==> config.mk <==
export PLATFORM = sky130hd
export DESIGN_NAME = matmul_sequencer
export DESIGN_NICKNAME = d
export VERILOG_FILES = /design/src/rtl/tpu_pkg.sv /design/src/rtl/skew_decoder.sv /design/src/rtl/matmul_sequencer.sv
export SDC_FILE = /design/constraint.sdc
export NUM_CORES = 1
export LEC_CHECK = 0
export CORE_MARGIN = 2
export CORE_UTILIZATION = 42
export CTS_BUF_LIST = sky130_fd_sc_hd__clkbuf_4 sky130_fd_sc_hd__clkbuf_8 sky130_fd_sc_hd__clkbuf_16
export DETAILED_ROUTE_END_ITERATION = 10
export PLACE_DENSITY = 0.84
export SETUP_SLACK_MARGIN = 0.02
export SKIP_LAST_GASP = 1
export SYNTH_ARGS = -nofsm -noshare
export SYNTH_HDL_FRONTEND = slang
export SYNTH_SLANG_ARGS = --single-unit
==> constraint.sdc <==
create_clock -name clk -period 3.35 [get_ports clk]
set_input_delay 0.8375 -clock clk [delete_from_list [all_inputs] [get_ports clk]]
set_output_delay 0.8375 -clock clk [all_outputs]
set_load 0.1 [all_outputs]
==> src/rtl/tpu_pkg.sv <==
// Shared Mini TPU definitions: instruction opcodes, sequencer state encoding, default sizes.
// Latency: none (type and constant definitions only).
// Backpressure: none.
package tpu_pkg;

    // Instruction decoder opcodes
    typedef enum logic [1:0] {
        OP_START = 2'b00,
        OP_STOP  = 2'b01,
        OP_LOAD  = 2'b10,
        OP_STORE = 2'b11
    } opcode_t;

    // Matrix-multiply sequencer states
    typedef enum logic [2:0] {
        ST_IDLE  = 3'd0,
        ST_CLEAR = 3'd1,
        ST_FEED  = 3'd2,
        ST_DRAIN = 3'd3,
        ST_DONE  = 3'd4
    } seq_state_t;

    localparam int DATA_WIDTH = 8;
    localparam int DEFAULT_N  = 4;

endpackage

==> src/rtl/skew_decoder.sv <==
// Maps the sequencer step count to skewed per-lane read enables and element indices.
// Latency: purely combinational, zero cycles.
// Backpressure: i_feed low (stall or not feeding) forces all enables and indices to zero.
module skew_decoder
    import tpu_pkg::*;
#(
    parameter int N      = DEFAULT_N,
    parameter int ELEM_W = $clog2(N),
    parameter int CNT_W  = 4
) (
    input  logic [CNT_W-1:0]    i_step,
    input  logic                i_feed,
    output logic [N-1:0]        o_read_enable,
    output logic [N*ELEM_W-1:0] o_read_elem
);

    // Lane i is live for steps i+1 .. i+N and reads element step-(i+1)
    always_comb begin
        o_read_enable = '0;
        o_read_elem   = '0;
        for (int i = 0; i < N; i++) begin
            if (i_feed && (i_step >= CNT_W'(i + 1)) && (i_step <= CNT_W'(i + N))) begin
                o_read_enable[i]                  = 1'b1;
                o_read_elem[i*ELEM_W +: ELEM_W]   = ELEM_W'(i_step - CNT_W'(i + 1));
            end
        end
    end

endmodule

==> src/rtl/matmul_sequencer.sv <==
// Sequences one NxN systolic matrix multiply: clear, skewed operand feed, drain, done pulse.
// Latency: start accepted at edge k -> clear in cycle k+1, done in cycle k+3N (plus held cycles).
// Backpressure: start_ready only in IDLE; hold freezes FEED/DRAIN and masks enables; abort cancels.
module matmul_sequencer
    import tpu_pkg::*;
#(
    parameter int N      = DEFAULT_N,
    parameter int ELEM_W = $clog2(N),
    parameter int CNT_W  = 4
) (
    input  logic                clk,
    input  logic                rst,
    input  logic                start_valid,
    output logic                start_ready,
    input  logic                abort,
    input  logic                hold,
    output logic                busy,
    output logic                done,
    output logic                array_clear,
    output logic                array_enable,
    output logic [N-1:0]        mema_read_enable,
    output logic [N*ELEM_W-1:0] mema_read_elem,
    output logic [N-1:0]        memb_read_enable,
    output logic [N*ELEM_W-1:0] memb_read_elem,
    output logic [CNT_W-1:0]    step
);

    // Step ranges of the two active phases
    localparam logic [CNT_W-1:0] C_FEED_FIRST  = CNT_W'(1);
    localparam logic [CNT_W-1:0] C_FEED_LAST   = CNT_W'(2 * N - 1);
    localparam logic [CNT_W-1:0] C_DRAIN_FIRST = CNT_W'(2 * N);
    localparam logic [CNT_W-1:0] C_DRAIN_LAST  = CNT_W'(3 * N - 2);

    seq_state_t          r_state;
    seq_state_t          w_next_state;
    logic [CNT_W-1:0]    r_step;
    logic [CNT_W-1:0]    w_next_step;
    logic                w_running;
    logic                w_stall;
    logic                w_feed;
    logic [N-1:0]        w_read_enable;
    logic [N*ELEM_W-1:0] w_read_elem;

    assign w_running = (r_state == ST_FEED) || (r_state == ST_DRAIN);
    assign w_stall   = w_running && hold;
    assign w_feed    = (r_state == ST_FEED) && !hold;

    // Next state and step: phase sequencing, hold freeze, range guard, abort override
    always_comb begin
        w_next_state = r_state;
        w_next_step  = r_step;
        case (r_state)
            ST_IDLE: begin
                w_next_step = '0;
                if (start_valid) begin
                    w_next_state = ST_CLEAR;
                end
            end
            ST_CLEAR: begin
                w_next_state = ST_FEED;
                w_next_step  = C_FEED_FIRST;
            end
            ST_FEED: begin
                if ((r_step < C_FEED_FIRST) || (r_step > C_FEED_LAST)) begin
                    w_next_state = ST_IDLE;
                    w_next_step  = '0;
                end else if (!hold) begin
                    if (r_step == C_FEED_LAST) begin
                        w_next_state = ST_DRAIN;
                        w_next_step  = C_DRAIN_FIRST;
                    end else begin
                        w_next_step = r_step + CNT_W'(1);
                    end
                end
            end
            ST_DRAIN: begin
                if ((r_step < C_DRAIN_FIRST) || (r_step > C_DRAIN_LAST)) begin
                    w_next_state = ST_IDLE;
                    w_next_step  = '0;
                end else if (!hold) begin
                    if (r_step == C_DRAIN_LAST) begin
                        // step stays at the last drain value while DONE is shown
                        w_next_state = ST_DONE;
                    end else begin
                        w_next_step = r_step + CNT_W'(1);
                    end
                end
            end
            ST_DONE: begin
                w_next_state = ST_IDLE;
                w_next_step  = '0;
            end
            default: begin
                w_next_state = ST_IDLE;
                w_next_step  = '0;
            end
        endcase
        // abort wins over everything except reset; a start seen in IDLE is still taken
        if (abort && (r_state != ST_IDLE)) begin
            w_next_state = ST_IDLE;
            w_next_step  = '0;
        end
    end

    // State and step registers with synchronous reset
    always_ff @(posedge clk) begin
        if (rst) begin
            r_state <= ST_IDLE;
            r_step  <= '0;
        end else begin
            r_state <= w_next_state;
            r_step  <= w_next_step;
        end
    end

    // One decoder serves both memories since their lane timing is identical
    skew_decoder #(
        .N      (N),
        .ELEM_W (ELEM_W),
        .CNT_W  (CNT_W)
    ) u_skew (
        .i_step        (r_step),
        .i_feed        (w_feed),
        .o_read_enable (w_read_enable),
        .o_read_elem   (w_read_elem)
    );

    assign start_ready      = (r_state == ST_IDLE);
    assign busy             = (r_state != ST_IDLE);
    assign done             = (r_state == ST_DONE);
    assign array_clear      = (r_state == ST_CLEAR);
    assign array_enable     = w_running && !w_stall;
    assign mema_read_enable = w_read_enable;
    assign mema_read_elem   = w_read_elem;
    assign memb_read_enable = w_read_enable;
    assign memb_read_elem   = w_read_elem;
    assign step             = r_step;

endmodule

# Word-level counts from Yosys, hierarchy flattened
# Cells that the tools add are included.
# classes
magnitude_cmp	12
mux	23
addsub	5
n_eq_ne	12
reduce_logical	22
# ops
op	n
$mux W4	6
$mux W3	7
$le A4 B3 Y1 const B	4
$logic_and A1 B1 Y1	12
$pmux W3 S4	1
$pmux W4 S3	1
$ge A4 B2 Y1 const B	2
$mux W2	4
$eq A3 B2 Y1 const B	2
$ne A3 B1 Y1 const B	2
$ne A3 B2 Y1 const B	2
$reduce_and A5 Y1	1
$add A4 B1 Y4 const B	1
$eq A4 B3 Y1 const B	1
$eq A4 B4 Y1 const B	1
$ge A4 B1 Y1 const B	1
$ge A4 B3 Y1 const B	1
$gt A4 B3 Y1 const B	1
$gt A4 B4 Y1 const B	1
$lt A4 B1 Y1 const B	1
$lt A4 B4 Y1 const B	1
$mux W1	4
$sub A2 B1 Y2 const B	2
$sub A2 B2 Y2 const B	2
10 further kinds	13
# totals
inputBits	5
output_inout_bits	33
ff_bits	7
word_cells	76

# Depth between registers and ports, before layout
# Gate-level depths: netlist of the first run.
# depth
ltp_word	5
mapped_depth	7
mapped_depth_nobuf	7

# By module
# A second synthesis of the first run with hierarchy kept.
# hier_totals
cells_unflattened	112
area_unflattened_um2	875.8
# by_module_without_submodules
module	seq_area_each_um2	instances	cells_each	area_each_um2
matmul_sequencer	140.1	1	82	635.6
skew_decoder	0.0	1	30	240.2

# Worst setup path before layout of the first run
# OpenSTA, ideal clock, no wires.
# synth_path
path_kind	input -> output
from	input port hold
to	output port memb_read_elem[5]
t_required_ps	2513
slack_ps	-3830
stages	6
path_buffers	2
arrival_time_ps	6342
path_cell_list	clkbuf_1 -> nor2_1 -> nand2_1 -> a211oi_1 -> and2_1 -> buf_4
# synth_via
elab_chain_cells	5
# synth_rtl
element	line	source
start: declaration	matmul_sequencer.sv:16	input logic hold,
$logic_not A1 Y1	n/a	
$logic_and A1 B1 Y1	matmul_sequencer.sv:46	assign w_feed = (r_state == ST_FEED) && !hold;
$logic_and A1 B1 Y1 (2 in a row)	skew_decoder.sv:22	if (i_feed && (i_step >= CNT_W'(i + 1)) && (i_step <= CNT_W'(i + N))) begin
$mux W2	skew_decoder.sv:22	
end: declaration	matmul_sequencer.sv:24	output logic [N*ELEM_W-1:0] memb_read_elem,
# No other way between the ends.

# Final worst setup path of the first run
# layout_path
from	input port hold
to	output port mema_read_elem[1]
# layout_via
elab_chain_cells	5
# layout_rtl
element	line	source
$logic_not A1 Y1	n/a	
$logic_and A1 B1 Y1	matmul_sequencer.sv:46	
$logic_and A1 B1 Y1 (2 in a row)	skew_decoder.sv:22	
$mux W2	skew_decoder.sv:22	
end: declaration	matmul_sequencer.sv:22	output logic [N*ELEM_W-1:0] mema_read_elem,
# No other way between the ends.

==> metrics list, run 1 <==
* Iter 0 DRT Violations: 38
- Standard cell with the maximum stage delay on the critical path: clkdlybuf4s50_1
- Clock tree skew after final layout: 0.006361 ns
- Before CTS, the worst setup slack after placement is 0.07473 ns.
- The number of antenna violations at the first check in global routing was 0.
- Leakage power of the design: 0.5359 nW
- At the worst endpoint, the required time is 2.51 ns.
- Top routing layer in use: met4
* Cell family with the largest share of critical-path delay: buffers and inverters
- Remaining global-route overflow: 0
- Dominant cell type by area after synthesis: dfxtp_1
- The run finished with clean final reports.
- Netlist area before placement: 735.7 um^2
* Worst Path Max Fanout: 4
* Endpoint of the most critical register-to-register path: step[2]
- Initial core utilization: 0.4356
* Number of filler instances in the final layout: 84
- Met3 wirelength from detailed routing: 218 um
* Placeable core region: 1689 um^2
* Post-synth top cells: buf_4, nor2_1, a21oi_1, dfxtp_1
- The final-report hold violation count was 0.
- Detailed routing inserted a total of 847 vias.
- Setup repair after global routing left no endpoint under its margin.
- Average wire per standard cell: 16.54 um
- Ant diodes: 0
- After clock tree synthesis, the clock-pin slew on the worst setup and hold paths is 0.05 ns.
- Number of violations of the max-capacitance limit: 0
* Met1 wire length: 840 um
- The via count of the first global-routing pass came to 789.
- Worst-case clock buffer depth: 2
- From synthesis to final layout, the design area changed by 88.27%.
- Slew Limit Headroom: 0.6148
- Gates resized during post-CTS repair numbered 0.
- Worst setup path endpoint: mema_read_elem[1]
- Critical Setup Path Class: input pin to output port
* Post-route core utilization: 0.8200
* Worst setup margin: 0.1274 ns
- Crit path depth: 6
- Summing all flip-flop and latch instances after layout gives 142.6 um^2.
- In this run the critical register-to-register path is launched from step[0].
- Setup violations remaining at the end of the flow were counted as 0.
- Wires add up to 2349 um.
- Number of cells traversed by the worst register-to-register path: 7
- The die covers 2103 um^2.
* Worst Hold Path Cells: 1
- For this run, asynchronously set or reset flops after synthesis account for 0.
- Number of standard cells after synthesis: 97
* Buffers and inverters on the worst path: 3
- The max-slew violation count came to 0.
* Multi-input gate area in the final layout: 545.5 um^2
* Top Ports: 38
- Power Density: 281.6 nW/um^2
- Wire segments on met2 add up to 1263 um in the final route.
* Sequential fraction of the synthesis area: 0.1905
- Reg2Reg Setup Slack: 1.27 ns
- The pre-antenna-repair detailed-routing pass consisted of 4 iterations.
* CTS tree: yes
* Post-synthesis cell type count: 37
- Clock latency on the worst-skew pair, taken at its later pin, is 0.26 ns.
- Summed over all failing endpoints, the final setup total negative slack is 0 ns.
- Each instance of the synthesized netlist takes up on average 7.585 um^2.
- Main synth FF type: dfxtp_1
* Worst VDD drop: 0.4127 mV
* Vias per cell: 5.965
- The most critical setup path has its startpoint at hold.
- The worst setup path is launched from an input pin.
- Count of flip-flops with a built-in enable after synthesis: 0
- Largest net degree at the start of global routing: 14
* Non-Filler Cell Area, Final: 1385 um^2
- For the pin with the worst max-slew slack, the measured transition is 0.5769 ns.
- STA classifies the critical path endpoint as an output port.
- The HPWL after detailed placement is 1920 um.
- Antenna violation net count after detailed routing: 0
- Input/output buffers: 37
- Cell-by-cell trace of the critical path: clkdlybuf4s50_1 -> nor4_2 -> buf_4 -> o311ai_2 -> nor2_4 -> buf_12
* Horiz. Die Dim: 45.86 um
- Clock root buffer: clkbuf_4
* Weighted congestion at the end of routability-driven global placement: 0.9547
- The path class of the tightest hold or removal check is register to register.
- The net count of the finished layout is 134.
- The first global-routing pass estimated 3505 um of wire.
* CTS sink cnt: 7
- After floorplanning, the core was divided into 15 placement rows.
- The clock period could shrink to 3.223 ns.
- Yosys printed 0 warnings.
- Top-area cell type share of the netlist area: 0.1905
* Number of synthesized register bits: 7
- The die is 45.86 um tall.
- Of the cells placed in the final design, the portion with a size suffix greater than 1 is 0.5040.
* Total nets after synthesis: 105
- At the worst endpoint, the arrival time is 2.39 ns.
- By area the synthesized netlist is led by dfxtp_1, buf_4, nor2_1, and2_1, ha_1.
- Share of the clock period used by the worst path after layout: 0.9620
- TritonCTS created 3 clock buffers.
* Maximum clock rate: 310.3 MHz
- For this run, design rule violations remaining after detail routing come to 0.
- In the global route stage, overall resource usage came out at 0.2349.
- Post-CTS setup repair buffer count: 0
* # hold bufs at CTS: 0
* Peak per-stage delay on the critical path: 0.50 ns
- CTS built an H-tree with a depth of 1.
- After detailed placement, the total cell area comes to 1349 um^2.
==> layout make-up <==
cell class,instances,area share
clock buffer,4,0.02168
inverter,6,0.01626
multi-input combinational,68,0.3939
sequential,7,0.1030
tap,17,0.01536
timing repair buffer,40,0.4499
==> layout by cell type, fill, tap and decap left out, types with 2 or more instances in the layout <==
| master | instances |
|---|---|
| a211oi_1 | 3 |
| a21oi_1 | 7 |
| and2_1 | 2 |
| and2_4 | 3 |
| and3_2 | 2 |
| buf_12 | 25 |
| buf_4 | 11 |
| clkbuf_4 | 4 |
| clkdlybuf4s50_1 | 4 |
| dfxtp_1 | 5 |
| dfxtp_2 | 2 |
| ha_1 | 3 |
| inv_1 | 5 |
| nand2_1 | 2 |
| nand2b_1 | 5 |
| nor2_1 | 8 |
| nor2_4 | 4 |
| nor3_1 | 2 |
| o22ai_1 | 2 |
==> state kept, by name, summed over array words and instances (netlist names) <==
signal and cells:
step 4, r_state 3
==> layer usage <==
metal  GRT usage  vias to the layer above
li1            -                      390
met1      0.2589                      391
met2      0.3889                       62
met3     0.06746                        4
met4      0.1486                        0
met5           0                        -
==> power by group <==
group          total [mW]  switching [mW]  internal (mW)  leakage, nW
combinational       0.196           0.145         0.0511        0.460
sequential          0.107          0.0177         0.0896       0.0578
clock              0.0868          0.0332         0.0537       0.0184
==> how the worst min path moves through the flow <==
| stage | startpoint | to | slack [ns] |
|---|---|---|---|
| floorplan | r_state[0] | r_state[1] | 0.58 |
| global placement | step[1] | r_state[2] | 0.56 |
| detailed placement | step[1] | r_state[2] | 0.57 |
| CTS | step[1] | r_state[2] | 0.57 |
| global route | step[1] | r_state[2] | 0.60 |
| finish | step[1] | r_state[2] | 0.58 |
==> cells by family after synthesis <==
group,Yosys count,synth area share
flops,7,0.1905
compound gates,23,0.2211
buf+inv,22,0.1854
fa+ha+maj,3,0.05103
simple gates,42,0.3521
==> stage by stage <==
stage / hold slack (ns) / power, mW / cells
floorplan: 0.5776 / 0.2678 / 97
global placement: 0.5603 / 0.2983 / 138
detailed placement: 0.5665 / 0.3030 / 138
CTS: 0.5740 / 0.3888 / 142
global route: 0.5962 / 0.4026 / 142
finish: 0.5833 / 0.3900 / 142
No activity file was read; power rests on OpenSTA's default activity.
==> inputs of run 2 (changes only) <==
--- a/config.mk
+++ b/config.mk
@@ -5,6 +5,7 @@
 export SDC_FILE = /design/constraint.sdc
 export NUM_CORES = 1
 export LEC_CHECK = 0
+export CAP_MARGIN = 20
 export CORE_MARGIN = 2
 export CORE_UTILIZATION = 42
 export CTS_BUF_LIST = sky130_fd_sc_hd__clkbuf_4 sky130_fd_sc_hd__clkbuf_8 sky130_fd_sc_hd__clkbuf_16
@@ -12,6 +13,7 @@
 export PLACE_DENSITY = 0.84
 export SETUP_SLACK_MARGIN = 0.02
 export SKIP_LAST_GASP = 1
+export SLEW_MARGIN = 20
 export SYNTH_ARGS = -nofsm -noshare
 export SYNTH_HDL_FRONTEND = slang
 export SYNTH_SLANG_ARGS = --single-unit
==> results of run 2 <==
Same layout as run 1: the final DEF is identical, and so are final timing and power.
==> inputs of run 3 (changes only) <==
--- a/config.mk
+++ b/config.mk
@@ -7,10 +7,10 @@
 export LEC_CHECK = 0
 export CAP_MARGIN = 20
 export CORE_MARGIN = 2
-export CORE_UTILIZATION = 42
+export CORE_UTILIZATION = 40
 export CTS_BUF_LIST = sky130_fd_sc_hd__clkbuf_4 sky130_fd_sc_hd__clkbuf_8 sky130_fd_sc_hd__clkbuf_16
 export DETAILED_ROUTE_END_ITERATION = 10
-export PLACE_DENSITY = 0.84
+export PLACE_DENSITY = 0.81
 export SETUP_SLACK_MARGIN = 0.02
 export SKIP_LAST_GASP = 1
 export SLEW_MARGIN = 20
==> run 3 against run 2 <==
  * Fmax increased by 1.4%
  * Cell count increased by 5.6%
  * Clock power is 2% higher
  * Critical path depth unchanged
  * Via count fell by 3.5%
  * Global-route usage decreased by 0.57 points
==> metrics list, run 3 (synthesized netlist as in run 1, its figures left out) <==
- Status: finished, final reports clean (unchanged).
* Switching power summed over all nets: 0.1998 mW (was 0.1957 mW)
- Post-Place Setup Slack: 0.1135 ns (was 0.07473 ns)
* Worst VDD drop: 0.3340 mV (was 0.4127 mV)
* Actual transition at the worst max-transition pin: 0.5512 ns (was 0.5769 ns)
- Class of the tightest hold or removal check: register to register (unchanged)
* Clock-pin slew on the worst setup and hold paths: 0.06 ns (was 0.05 ns)
- The detailed-route vias per instance is 5.447 (was 5.965).
- The delay of the slowest critical-path stage is 0.50 ns (about the same).
- Half-perimeter wire length after detailed placement: 1917 um (was 1920 um)
* Min cycle time layout: 3.178 ns (was 3.223 ns)
- The area occupied by multi-input gates is 545.5 um^2 (unchanged).
* Arr. time, crit path: 2.34 ns (was 2.39 ns)
* Initial antenna violation count: 0 (unchanged)
* Std-Cell Rows: 15 (unchanged)
- Horiz. Die Dim: 46.89 um (was 45.86 um)
* Ant diodes: 0 (unchanged)
- The total via count after detailed routing was 817 (was 847).
* Gates resized, CTS repair: 0 (unchanged)
- The share of post-route cells with drive strength above 1 came to 0.5040 (unchanged).
- The data required time at the worst endpoint came to 2.51 ns (about the same).
* Number of placed instances with taps included: 146 (was 138)
* Worst-case clock buffer depth: 2 (unchanged)
- Largest register FFs: 4 (unchanged)
- Clock tree skew after final layout: 0.004423 ns (was 0.006361 ns)
- Sequential Area: 142.6 um^2 (unchanged)
- The overall routed net length was 2413 um (was 2349 um).
- The leading cell type in the layout, fill and taps excluded was buf_12 (unchanged).
- Antenna violation net count after detailed routing: 0 (unchanged)
- Reg2Reg Setup Slack: 1.24 ns (was 1.27 ns)
- # hold bufs at CTS: 0 (unchanged)
- Fraction of power spent switching nets: 0.5069 (was 0.5017)
* Global-route wire length before repair: 3532 um (was 3505 um)
- Cell-by-cell trace of the critical path: clkdlybuf4s50_1 -> nor4_2 -> buf_4 -> o311ai_2 -> nor2_4 -> buf_12 (unchanged).
- Number of levels the H-tree was split into: 1 (unchanged)
- The category of the worst setup path launch point is an input pin (unchanged).
- Worst setup margin: 0.1723 ns (was 0.1274 ns)
* Top library cells by usage in the layout, fill and taps aside: buf_12, buf_4, nor2_1 (unchanged)
- Critical Setup Path Class: input pin to output port (unchanged)
* CTS tree: yes (unchanged)
- Slew Limit Headroom: 0.6319 (was 0.6148)
- The routed wire length per instance is 16.09 um (was 16.54 um).
* Share of the clock period used by the worst path after layout: 0.9486 (was 0.9620)
- Top Ports: 38 (unchanged)
- The via count of the first global-routing pass is 738 (was 789).
- The pin count of the biggest net entering global routing is 14 (unchanged).
- The upper clock frequency limit is 314.7 MHz (was 310.3 MHz).
- The number of maximum-capacitance violations was 0 (unchanged).
* Net total in the final layout: 134 (unchanged)
* Number of filler instances in the final layout: 112 (was 84)
- The cell area power density is 282.5 nW/um^2 (was 281.6 nW/um^2).
- The cell internal power dissipation is 0.1943 mW (was 0.1944 mW).
- The number of clock sinks came to 7 (unchanged).
* Clock root buffer: clkbuf_4 (unchanged)
* Worst Path Max Fanout: 4 (unchanged)
- The leftover overflow at the end of global routing came to 0 (unchanged).
- The starting density of the core is 0.4261 (was 0.4356).
- The final instance count without filler cells came to 150 (was 142).
- The number of iterations in the first detailed-routing pass came to 4 (unchanged).
* Cell family with the largest share of critical-path delay: buffers and inverters (unchanged)
- The max-slew violation count is 0 (unchanged).
- Skew-Pair Late Insertion Delay: 0.26 ns (about the same)
* Capturing element type of the critical path: output port (unchanged)
- Area enclosed by the die boundary: 2198 um^2 (was 2103 um^2)
- The clock share of power came to 0.224 (was 0.223).
- The growth of design area from synthesis to finish was 89.63% (was 88.27%).
* Standard cell with the maximum stage delay on the critical path: clkdlybuf4s50_1 (unchanged)
- The final setup violation count is 0 (unchanged).
* Buffers and inverters on the worst path: 3 (unchanged)
* Total Negative Setup Slacks: 0 ns (unchanged)
* CTS buffer count: 3 (unchanged)
- Gate power share: 0.504 (was 0.502)
- The floorplan die height is 46.89 um (was 45.86 um).
- The final-report hold violation count was 0 (unchanged).
- Fraction of power consumed by sequential logic: 0.272 (was 0.275)
* DRC violations left: 0 (unchanged)
* Weighted congestion at the end of routability-driven global placement: 0.8879 (was 0.9547)
- The buffer count from post-CTS setup fixing was 0 (unchanged).
* Input/output buffers: 37 (unchanged)
- The floorplan core area is 1727 um^2 (was 1689 um^2).
- Leakage power of the design: 0.5385 nW (was 0.5359 nW)
* Combined global-route utilization of all metal layers: 0.2292 (was 0.2349)
- The iteration-0 DRC count of the detailed router is 30 (was 38).
* RSZ-0062 raised after global routing: no (unchanged)
-- run 3: cell counts in the layout (fill, tap and decap cells not counted) --
Identical to the previous run, type by type.
-- run 3: layout make-up --
cell class | instances | share of cell area
clock buffer | 4 | 0.02152
tap | 25 | 0.02242
timing repair buffer | 40 | 0.4466
sequential | 7 | 0.1022
inverter | 6 | 0.01614
multi-input combinational | 68 | 0.3910
-- run 3: path summary, 6_finish.rpt --
kind | startpoint | end | cells after the start
max reg2reg | step[0] | step[2] | 7
max | hold | memb_read_elem[1] | 6
min | step[1] | r_state[2] | 1
min reg2reg | step[1] | r_state[2] | 1
-- run 3: routing by layer --
layer  track usage  routed length (um)  vias up  part of all wire
met5             0                   0        -                 0
met4       0.05000                  27        0             0.011
met3       0.03846                 180        6             0.075
met2        0.4137                1280       47              0.53
met1        0.2844                 924      378              0.38
li1              -                   -      386                 -
-- run 3: worst reg2reg max path: stages, from the launching register on --
cell and delay, ns:
dfxtp_2 0.50, inv_1 0.15, ha_1 0.24, nand2b_1 0.13, nor4b_4 0.45, a21oi_1 0.25
a21oi_1 0.19, a211oi_1 0.07
-- run 3: power groups by stage --
stage / sequential [mW] / clock, mW / combinational (mW)
floorplan: 0.111 / 0 / 0.157
global placement: 0.107 / 0 / 0.192
detailed placement: 0.108 / 0 / 0.196
CTS: 0.106 / 0.0883 / 0.197
global route: 0.108 / 0.0941 / 0.207
finish: 0.107 / 0.0883 / 0.199
-- run 3: through the flow --
step | util | total power, mW | instance area (um^2) | hold WS (ns)
after floorplan | - | 0.2678 | 908.4 | 0.5776
after global placement | 0.7870 | 0.2991 | 1359 | 0.5699
after detailed placement | 0.7870 | 0.3036 | 1359 | 0.5792
after CTS | 0.8043 | 0.3921 | 1389 | 0.5979
after global routing | 0.8080 | 0.4095 | 1395 | 0.6231
final | 0.8080 | 0.3941 | 1395 | 0.5952
